**src/rtl/key_debounce_multi.sv**
```systemverilog
// ---------------------------------------------------------------------------
// key_debounce_multi
//
// Multi-channel push-button conditioner for the stopwatch front panel.
// Each raw key is polarity-corrected, passed through a two-flop synchroniser
// and debounced independently. For every key the block produces a clean
// pressed level plus one-cycle press, release, long-press and auto-repeat
// pulses, so the control FSM downstream needs no edge detection of its own.
//
// Ports:
//   clk          system clock (1 kHz in the stopwatch build)
//   sys_rst_n    asynchronous active-low reset. Assertion is asynchronous.
//                Release is expected to be synchronous to clk already.
//   key_in       raw asynchronous key inputs, bit i = key i
//   key_level    debounced pressed state, 1 = pressed
//   key_press    one-cycle pulse when a press is accepted
//   key_release  one-cycle pulse when a release is accepted
//   key_long     one-cycle pulse once per press after LONG_CYC cycles held
//   key_rep      one-cycle auto-repeat pulse every REPEAT_CYC after key_long
//   key_any      registered OR of all debounced levels
// ---------------------------------------------------------------------------
module key_debounce_multi #(
    parameter int N_KEYS       = 4,
    parameter int DEBOUNCE_CYC = 10,
    parameter int LONG_CYC     = 1000,
    parameter int REPEAT_CYC   = 200,
    parameter int REPEAT_EN    = 1,
    parameter int ACTIVE_LOW   = 0
) (
    input  logic              clk,
    input  logic              sys_rst_n,
    input  logic [N_KEYS-1:0] key_in,
    output logic [N_KEYS-1:0] key_level,
    output logic [N_KEYS-1:0] key_press,
    output logic [N_KEYS-1:0] key_release,
    output logic [N_KEYS-1:0] key_long,
    output logic [N_KEYS-1:0] key_rep,
    output logic              key_any
);

    localparam int DB_W   = $clog2(DEBOUNCE_CYC + 1);
    localparam int HOLD_W = $clog2(LONG_CYC + REPEAT_CYC + 1);
    localparam int REP_W  = $clog2(REPEAT_CYC + 1);

    localparam logic [DB_W-1:0]   DB_LAST   = DB_W'(DEBOUNCE_CYC - 1);
    localparam logic [DB_W-1:0]   DB_ONE    = DB_W'(1);
    localparam logic [HOLD_W-1:0] HOLD_LONG = HOLD_W'(LONG_CYC);
    localparam logic [HOLD_W-1:0] HOLD_PRE  = HOLD_W'(LONG_CYC - 1);
    localparam logic [HOLD_W-1:0] HOLD_ONE  = HOLD_W'(1);
    localparam logic [REP_W-1:0]  REP_LAST  = REP_W'(REPEAT_CYC - 1);
    localparam logic [REP_W-1:0]  REP_ONE   = REP_W'(1);

    localparam logic [N_KEYS-1:0] POL_MASK   = (ACTIVE_LOW != 0) ? {N_KEYS{1'b1}} : {N_KEYS{1'b0}};
    localparam logic              REP_ENABLE = (REPEAT_EN != 0);

    logic [N_KEYS-1:0]             sync_meta_q, sync_meta_d;
    logic [N_KEYS-1:0]             sync_q,      sync_d;
    logic [N_KEYS-1:0]             level_q,     level_d;
    logic [N_KEYS-1:0][DB_W-1:0]   db_cnt_q,    db_cnt_d;
    logic [N_KEYS-1:0][HOLD_W-1:0] hold_q,      hold_d;
    logic [N_KEYS-1:0][REP_W-1:0]  rep_cnt_q,   rep_cnt_d;
    logic [N_KEYS-1:0]             press_q,     press_d;
    logic [N_KEYS-1:0]             release_q,   release_d;
    logic [N_KEYS-1:0]             long_q,      long_d;
    logic [N_KEYS-1:0]             rep_q,       rep_d;
    logic                          any_q,       any_d;

    // Next-state logic for every channel. The pulses are computed from the
    // next level against the current one, so they register on the same edge
    // as the level change itself.
    always_comb begin
        sync_meta_d = key_in ^ POL_MASK;
        sync_d      = sync_meta_q;
        level_d     = level_q;
        db_cnt_d    = '0;
        hold_d      = '0;
        rep_cnt_d   = '0;
        long_d      = '0;
        rep_d       = '0;

        for (int i = 0; i < N_KEYS; i++) begin
            // A differing sample advances the count, any agreeing sample
            // leaves it at zero, so only an unbroken run can flip the level.
            if (sync_q[i] != level_q[i]) begin
                if (db_cnt_q[i] == DB_LAST) begin
                    level_d[i] = ~level_q[i];
                end else begin
                    db_cnt_d[i] = db_cnt_q[i] + DB_ONE;
                end
            end

            // Hold counter is zero on the rising edge of the level and
            // saturates at LONG_CYC; from then on the repeat counter wraps
            // every REPEAT_CYC. Both clear whenever the level is (or goes) low.
            if (level_d[i] && level_q[i]) begin
                if (hold_q[i] != HOLD_LONG) begin
                    hold_d[i] = hold_q[i] + HOLD_ONE;
                    long_d[i] = (hold_q[i] == HOLD_PRE);
                end else begin
                    hold_d[i] = hold_q[i];
                    if (rep_cnt_q[i] == REP_LAST) begin
                        rep_cnt_d[i] = '0;
                        rep_d[i]     = REP_ENABLE;
                    end else begin
                        rep_cnt_d[i] = rep_cnt_q[i] + REP_ONE;
                    end
                end
            end
        end

        press_d   = level_d & ~level_q;
        release_d = ~level_d & level_q;
        any_d     = |level_d;
    end

    // State and output registers. Reset drops every output at once, so a
    // key held through reset is simply pressed again afresh, with no release.
    always_ff @(posedge clk or negedge sys_rst_n) begin
        if (!sys_rst_n) begin
            sync_meta_q <= '0;
            sync_q      <= '0;
            level_q     <= '0;
            db_cnt_q    <= '0;
            hold_q      <= '0;
            rep_cnt_q   <= '0;
            press_q     <= '0;
            release_q   <= '0;
            long_q      <= '0;
            rep_q       <= '0;
            any_q       <= 1'b0;
        end else begin
            sync_meta_q <= sync_meta_d;
            sync_q      <= sync_d;
            level_q     <= level_d;
            db_cnt_q    <= db_cnt_d;
            hold_q      <= hold_d;
            rep_cnt_q   <= rep_cnt_d;
            press_q     <= press_d;
            release_q   <= release_d;
            long_q      <= long_d;
            rep_q       <= rep_d;
            any_q       <= any_d;
        end
    end

    assign key_level   = level_q;
    assign key_press   = press_q;
    assign key_release = release_q;
    assign key_long    = long_q;
    assign key_rep     = rep_q;
    assign key_any     = any_q;

endmodule

```
**config.mk**
```make
export PLATFORM = sky130hd
export DESIGN_NAME = key_debounce_multi
export DESIGN_NICKNAME = d
export VERILOG_FILES = /design/src/rtl/key_debounce_multi.sv
export SDC_FILE = /design/constraint.sdc
export NUM_CORES = 1
export LEC_CHECK = 0
export BUFFER_PORTS_ARGS = -buffer_cell sky130_fd_sc_hd__buf_2
export CAP_MARGIN = 20
export CORE_MARGIN = 5
export CORE_UTILIZATION = 50
export DETAILED_ROUTE_END_ITERATION = 7
export PLACE_DENSITY = 0.69
export SYNTH_ARGS = -nofsm -noshare
export SYNTH_HDL_FRONTEND = slang
export SYNTH_SLANG_ARGS = --single-unit
```
**constraint.sdc**
```tcl
create_clock -name clk -period 2.7 [get_ports clk]
set_input_delay 0.675 -clock clk [delete_from_list [all_inputs] [get_ports clk]]
set_output_delay 0.675 -clock clk [all_outputs]
set_load 0.02 [all_outputs]
```
# After elaboration in Yosys (flattened, before gate mapping)
# Index checks and enable logic that the tools add are counted.
[op_classes]
bitwise = 8
n_mul = 0
div_mod_pow = 0
n_eq_ne = 24
n_mux = 56
n_shift = 0
order_cmp = 0
reduce_logical = 5
addsub = 12
[ops]
columns = ["op", "count"]
rows = [
  ["$mux 8", 12],
  ["$mux 11", 8],
  ["$add 11x1->11 const B", 4],
  ["$eq 11x10->1 const B", 4],
  ["$ne 11x10->1 const B", 4],
  ["$add 8x1->8 const B", 4],
  ["$eq 8x8->1 const B", 4],
  ["$mux 4", 8],
  ["$mux 1", 28],
  ["$add 4x1->4 const B", 4],
  ["$eq 4x4->1 const B", 4],
  ["$and 4x4->4", 2],
  ["$ne 2x1->1 const B", 4],
  ["$not 4->4", 2],
  ["$logic_and 1x1->1", 4],
  ["$ne 1x1->1", 4],
  ["$not 1->1", 4],
  ["$reduce_or 4->1", 1],
]
[word_totals]
latchBits = 0
ramBits = 0
romBits = 0
inputBits = 6
word_cells = 125
mem_count = 0
ff_bits = 121
output_inout_bits = 21

# Logic depth before layout (Yosys ltp)
# Gate-level depths: netlist of run 1.
[logic_depth]
ltp_word = 5
depth_mapped = 7

# Worst setup path before layout of run 1
# OpenSTA, ideal clock, no wires.
[synth_timing]
kind = "register to register"
from = "register db_cnt_q[0] (netlist name)"
to = "register any_q (netlist: key_any)"
setup_ns = 0.139
path_slack_ns = 0.965
path_stages_with_launch = 5
t_arrival_ns = 1.596
path_buffers = 0
t_required_ns = 2.561
cell_sequence = "dfrtp_1 > ha_1 > nand3b_1 > mux2_2 > or4_1"
[synth_between]
elab_chain_len = 4
[synth_rtl]
columns = ["item", "line", "rtl"]
rows = [
  ["start, declared", "59", "logic [N_KEYS-1:0][DB_W-1:0] db_cnt_q, db_cnt_d;"],
  ["start signal, assigned", "135", "db_cnt_q <= db_cnt_d;"],
  ["$eq 4x4->1", "85", "if (db_cnt_q[i] == DB_LAST) begin"],
  ["$mux 1", "85", ""],
  ["$mux 1", "84", "if (sync_q[i] != level_q[i]) begin"],
  ["via level_d[0]", "58", "logic [N_KEYS-1:0] level_q, level_d;"],
  ["$reduce_or 4->1", "113", "any_d = |level_d;"],
  ["via any_d", "66", "logic any_q, any_d;"],
  ["end signal, assigned", "142", "any_q <= any_d;"],
  ["end, declared", "66", ""],
]
# The timed path passes the listed nets, and every way through them passes these cells.
# A chain may end at the register's enable or synchronous reset.

==> impl_metrics.env, run 1 <==
export IMPL_post_place_ws_ns=0.791
export IMPL_cts_sinks=121
export IMPL_htreeDepth=4
export IMPL_syn2layout_area_growth_pct=17.5
export IMPL_overflow=0
export IMPL_worstPathRequired_ns=3.16
export IMPL_first_global_vias=3661
export IMPL_netSwitchingFraction=0.229
export IMPL_fmax_ghz=0.524
export IMPL_cts_root_buf="clkbuf_8"
export IMPL_relSlewSlack=0.533
export IMPL_grt_max_degree=48
export IMPL_nets=587
export IMPL_synth_seq_cells=121
export IMPL_drtAntennaViolNets=0
export IMPL_setup_ws_ns=0.791
export IMPL_diodes=0
export IMPL_worst_pin_slew_ns=0.696
export IMPL_synth_nets=542
export IMPL_grt_total_usage=0.159
export IMPL_min_path_type="in2async"
export IMPL_finalPower_mw=4.38
export IMPL_yosys_area_top_type_share=0.556
export IMPL_vias=3653
export IMPL_fin_setup_tns_ns=0
export IMPL_outcome="completed"
export IMPL_antenna_found_initial=0
export IMPL_wl_um=9320
export IMPL_yosysUniqueCellTypes=36
export IMPL_initial_core_util=0.507
export IMPL_period_needed_ns=1.91
export IMPL_postCtsSetupRepairBufs=0
export IMPL_wl_per_cell_um=13.1
export IMPL_seq_area_frac_synth=0.556
export IMPL_syn_area_per_cell_um2=10.6
export IMPL_setup_viol=0
export IMPL_first_pass_iters=4
export IMPL_slew_violations=0
export IMPL_critPathKind="reg2reg"
export IMPL_critPathMaxFanout=14
export IMPL_cp_end_kind="flop"
export IMPL_finalHoldViolations=0
export IMPL_dieHeight_um=114
export IMPL_dp_hpwl_um=6310
export IMPL_gp_congestion=0.771
export IMPL_post_route_period_util=0.707
export IMPL_synth_area_leader_cell="dfrtp_1"
export IMPL_core_um2=10700
export IMPL_grt_pass1_wl_um=16400
export IMPL_skew_ns=0.00883
export IMPL_fp_dieW_um=114
export IMPL_cts_buffers=17
export IMPL_p_clk_frac=0.515
export IMPL_ctsHoldBuffers=0
export IMPL_ios=27
export IMPL_switchingPower_mw=1.00
export IMPL_power_density_nw_per_um2=685
export IMPL_cap_violations=0
export IMPL_layout_drive_gt1_share=0.121
export IMPL_worstPathArrival_ns=2.36
export IMPL_drc=0
export IMPL_drt_first_iter_violations=213
export IMPL_fin_util=0.596
export IMPL_clk_pin_slew_ns=0.06
export IMPL_post_cts_resized=0
export IMPL_syn_instance_count=512
export IMPL_worstSkewPairLatency_ns=0.53
export IMPL_row_count=38
export IMPL_syn_area_um2=5450
export IMPL_dieArea_um2=13100
export IMPL_internal_power_mw=3.38
export IMPL_seqPwrFrac=0.438
export IMPL_ys_warn_count=0
export IMPL_cp_start_kind="flop"
export IMPL_p_comb_frac=0.047
export IMPL_clock_path_buffers=2
export IMPL_grt_setup_unrepaired="no"
export IMPL_cts_tree="done"
export IMPL_peakVddDrop_mv=0.429
export IMPL_yosys_top_cells_area="dfrtp_1, nor2_1, xor2_1, ha_1, xnor2_1"
export IMPL_port_buffers=26
export IMPL_viasPerCell=5.15
export IMPL_p_leak_nw=2.86
## worst paths after layout
path	start	to	slack [ns]	depth (start not counted)
worst max-delay path	db_cnt_q[12]	rep_cnt_q[28]	0.79	6
worst min-delay path	sys_rst_n	hold_q[23]	0.10	1
worst max register to register	db_cnt_q[12]	rep_cnt_q[28]	0.79	6
worst min register to register	sync_d[3]	sync_q[3]	0.35	0
max in group asynchronous	sys_rst_n	key_press[3]	2.01	2
min in group clk	key_in[3]	sync_d[3]	0.26	1
## worst max-delay path: stages, from the launching register on
cell      delay, ns
dfrtp_1        0.40
ha_1           0.20
nand3b_1       0.17
o21ai_1        0.08
buf_4          0.19
or4_1          0.65
nor2_1         0.15
## power groups by stage
stage          sequential (mW)  clock (mW)  combinational, mW
2_1_floorplan             1.96           0              0.108
3_3_place_gp              1.95           0              0.202
3_5_place_dp              1.95           0              0.211
4_1_cts                   1.92        2.31              0.213
5_1_grt                   1.93        2.38              0.239
6_report                  1.92        2.26              0.205
## flip-flops by register name, indices dropped and copies added (netlist names)
register,cells
db_cnt_q,16
hold_q,44
key_any,1
key_level,4
key_long,4
key_press,4
key_release,4
key_rep,4
rep_cnt_q,32
sync_d,4
sync_q,4
## layout by cell type (no fill, tap or decap), drive strengths merged, types with 7 or more instances in the layout
master,n
nand3,33
inv,22
nor3,19
dfrtp,121
buf,31
ha,24
clkbuf,18
xnor2,28
a21oi,9
nand3b,7
nor2,94
o21ai,11
nand2,31
nand4,15
xor2,37
## layout make-up
class,instances,area [um^2]
Clock buffer,18,428
Clock inverter,14,171
Fill cell,898,4350
Inverter,19,71.3
Multi-Input combinational cell,367,2330
Sequential cell,121,3030
Tap cell,140,175
Timing Repair Buffer,31,195
## cells by family (layout without fill, tap and decap cells)
group	count (synthesis)	in the layout	synth area share
XOR/XNOR	65	65	0.104
buffers and inverters	24	82	0.0165
AO/OA/AOI/OAI	23	23	0.0223
multiplexers	7	7	0.0133
adder cells (fa/ha/maj)	24	24	0.0551
AND/OR/NAND/NOR	248	248	0.233
flip-flops	121	121	0.556
## cells in the mapped netlist
library cell,count
a21oi_1,9
and2_1,2
and3_1,6
and3b_1,2
and4_1,6
and4b_1,2
clkbuf_1,5
dfrtp_1,121
ha_1,24
inv_1,19
mux2_2,2
mux2i_1,5
nand2_1,31
nand2b_1,4
nand3_1,33
nand3b_1,6
nand3b_2,1
nand4_1,15
nand4b_1,3
nor2_1,94
nor2b_1,2
nor3_1,19
nor3b_1,6
nor4_4,1
nor4b_1,1
nor4b_2,1
o21a_1,2
o21ai_0,9
o21ai_1,2
o22ai_1,1
or3_1,6
or3b_1,2
or3b_2,1
or4_1,4
xnor2_1,28
xor2_1,37
## metrics by stage
step           instances  area, um^2  hold WS [ns]
6_report             710        6400         0.101
4_1_cts              710        6400        0.0965
3_5_place_dp         678        5800         0.337
5_1_grt              710        6400         0.122
2_1_floorplan        512        5450         0.331
3_3_place_gp         678        5800         0.334
## per-layer routing
layer | GRT usage | routed length, um | vias up
li1 | - | - | 1828
met1 | 0.199 | 4320 | 1767
met2 | 0.250 | 4540 | 49
met3 | 0.0592 | 352 | 9
met4 | 0.0633 | 116 | 0
met5 | 0 | 0 | -
(Power assumes the default switching activity.)
==> inputs of run 2 (changes only) <==
PLACE_DENSITY = 0.72   (was 0.69)
clock period = 1.7 ns   (was 2.7 ns; I/O delays follow)
==> impl_metrics.env, run 2 (same netlist as run 1, synthesis figures left out) <==
export IMPL_grt_pass1_wl_um=17600
export IMPL_port_buffers=26
export IMPL_reg2reg_slack_ns=0.01
export IMPL_ios=27
export IMPL_area_sequential_um2=3030
export IMPL_core_um2=10700
export IMPL_cts_tree="done"
export IMPL_dp_cells=700
export IMPL_cp_start_kind="flop"
export IMPL_finalHoldViolations=0
export IMPL_syn2layout_area_growth_pct=22.1
export IMPL_min_path_type="in2reg"
export IMPL_skew_ns=0.00995
export IMPL_fmax_ghz=0.592
export IMPL_multi_input_area_um2=2380
export IMPL_endpoint="key_any"
export IMPL_cts_sinks=121
export IMPL_post_route_period_util=0.993
export IMPL_vias=3914
export IMPL_largest_register="hold_q"
export IMPL_largest_register_ffs=44
export IMPL_drc=0
export IMPL_slowest_delay_ns=0.51
export IMPL_row_count=38
export IMPL_clock_path_buffers=2
export IMPL_worstPathRequired_ns=2.07
export IMPL_cts_buffers=17
export IMPL_first_global_vias=3938
export IMPL_dieArea_um2=13100
export IMPL_reg2reg_depth=5
export IMPL_power_density_nw_per_um2=1010
export IMPL_hold_depth=1
export IMPL_cp_num_buf_inv=1
export IMPL_critPathKind="reg2reg"
export IMPL_clk_pin_slew_ns=0.06
export IMPL_initial_core_util=0.507
export IMPL_peakVddDrop_mv=0.896
export IMPL_crit_chain="inv_1 -> ha_2 -> nand3b_1 -> mux2_4 -> or4_1"
export IMPL_crit_path_start="db_cnt_q[1]"
export IMPL_setup_viol=0
export IMPL_wl_per_cell_um=14.0
export IMPL_post_place_ws_ns=0.0217
export IMPL_grt_setup_unrepaired="yes"
export IMPL_dp_hpwl_um=6750
export IMPL_final_common_cell="dfrtp_1"
export IMPL_dieHeight_um=114
export IMPL_critPathMaxFanout=3
export IMPL_drt_first_iter_violations=282
export IMPL_grt_max_degree=44
export IMPL_gp_congestion=0.808
export IMPL_fillers=878
export IMPL_worstPathArrival_ns=2.06
export IMPL_layout_drive_gt1_share=0.177
export IMPL_viasPerCell=5.26
export IMPL_overflow=0
export IMPL_cap_violations=0
export IMPL_worst_pin_slew_ns=0.580
export IMPL_nets=622
export IMPL_first_pass_iters=4
export IMPL_fp_dieW_um=114
export IMPL_wl_um=10400
export IMPL_worstSkewPairLatency_ns=0.51
export IMPL_cts_root_buf="clkbuf_8"
export IMPL_period_needed_ns=1.69
export IMPL_r2r_start="db_cnt_q[1]"
export IMPL_diodes=0
export IMPL_final_cells=744
export IMPL_grt_total_usage=0.167
export IMPL_htreeDepth=4
export IMPL_cp_end_kind="flop"
export IMPL_final_cell_mix="dfrtp_1, nor2_1, xor2_1, buf_4, nand3_1"
export IMPL_antenna_found_initial=0
export IMPL_critPathTopFamily="simple AND/OR/NAND/NOR gates"
export IMPL_slew_violations=0
export IMPL_reg2reg_to="key_any"
export IMPL_p_leak_nw=3.01
export IMPL_cp_slowest_cell="or4_1"
export IMPL_biggestRegsByFlops="hold_q x44, rep_cnt_q x32, db_cnt_q x16"
export IMPL_setup_ws_ns=0.0112
export IMPL_drtAntennaViolNets=0
export IMPL_crit_cells=5
export IMPL_outcome="completed"
export IMPL_relSlewSlack=0.608
export IMPL_finalPower_mw=6.70
-- run 2: cell count changes in the layout (fill, tap and decap cells not counted), moves of 2 or more --
| cell | before | now |
|---|---|---|
| buf_4 | 4 | 34 |
| inv_2 | 0 | 2 |
| ha_1 | 24 | 21 |
| nor2_1 | 94 | 91 |
| clkinv_4 | 2 | 0 |
| inv_1 | 19 | 17 |
| ha_2 | 0 | 2 |
| dlygate4sd3_1 | 0 | 4 |
| clkbuf_1 | 0 | 4 |
| nor2_2 | 0 | 3 |
| bufinv_16 | 3 | 1 |
| inv_6 | 3 | 0 |
-- run 2: timing repair --
| action | CTS | global route |
|---|---|---|
| hold buffers | 2 | 2 |
| setup endpoints to repair | 0 | 18 |
| setup buffers | 0 | 9 |
| endpoints found under the hold margin | 17 | 2 |
| gates resized for setup | 0 | 13 |
-- run 2: layout make-up --
cell class,instances,area share
clock buffers,23,0.0687
clock inverters,8,0.0109
inverters,19,0.0107
multi-input cells,367,0.357
flip-flops and latches,121,0.455
well taps,140,0.0263
repair buffers,66,0.0709
-- run 2: worst register-to-register path, cell delays in order (launching register included) --
cell      delay (ns)
dfrtp_1         0.39
inv_1           0.07
ha_2            0.15
nand3b_1        0.12
mux2_4          0.32
or4_1           0.51
-- run 2: worst min-delay path by stage --
stage | from | endpoint | slack, ns
6_report | key_in[0] | sync_d[0] | 0.03
5_1_grt | key_in[0] | sync_d[0] | 0.005
4_1_cts | key_in[1] | sync_d[1] | 0.002
3_5_place_dp | sys_rst_n | hold_q[24] | 0.32
3_3_place_gp | sys_rst_n | hold_q[26] | 0.32
2_1_floorplan | sys_rst_n | db_cnt_q[0] | 0.13
-- run 2: routing by layer --
layer,vias to the layer above,share of wire,global-route usage
met4,0,0.018,0.0610
li1,1897,-,-
met2,77,0.50,0.269
met3,20,0.036,0.0507
met1,1920,0.45,0.213
met5,-,0,0
-- run 2: stage by stage --
step / TNS (ns) / area, um^2 / hold WS [ns] / utilization
after global routing: -0.387 / 6650 / 0.00528 / 0.619
after detailed placement: 0 / 5970 / 0.324 / 0.556
after global placement: 0 / 5970 / 0.321 / 0.556
after CTS: 0 / 6520 / 0.00178 / 0.607
after floorplan: -0.00523 / 5460 / 0.129 / -
final: 0 / 6650 / 0.0289 / 0.619
-- run 2: where the power goes --
| part | switching, mW | total [mW] | internal [mW] |
|---|---|---|---|
| logic | 0.243 | 0.435 | 0.193 |
| registers | 0.0759 | 3.05 | 2.97 |
| clock network | 1.22 | 3.21 | 1.99 |
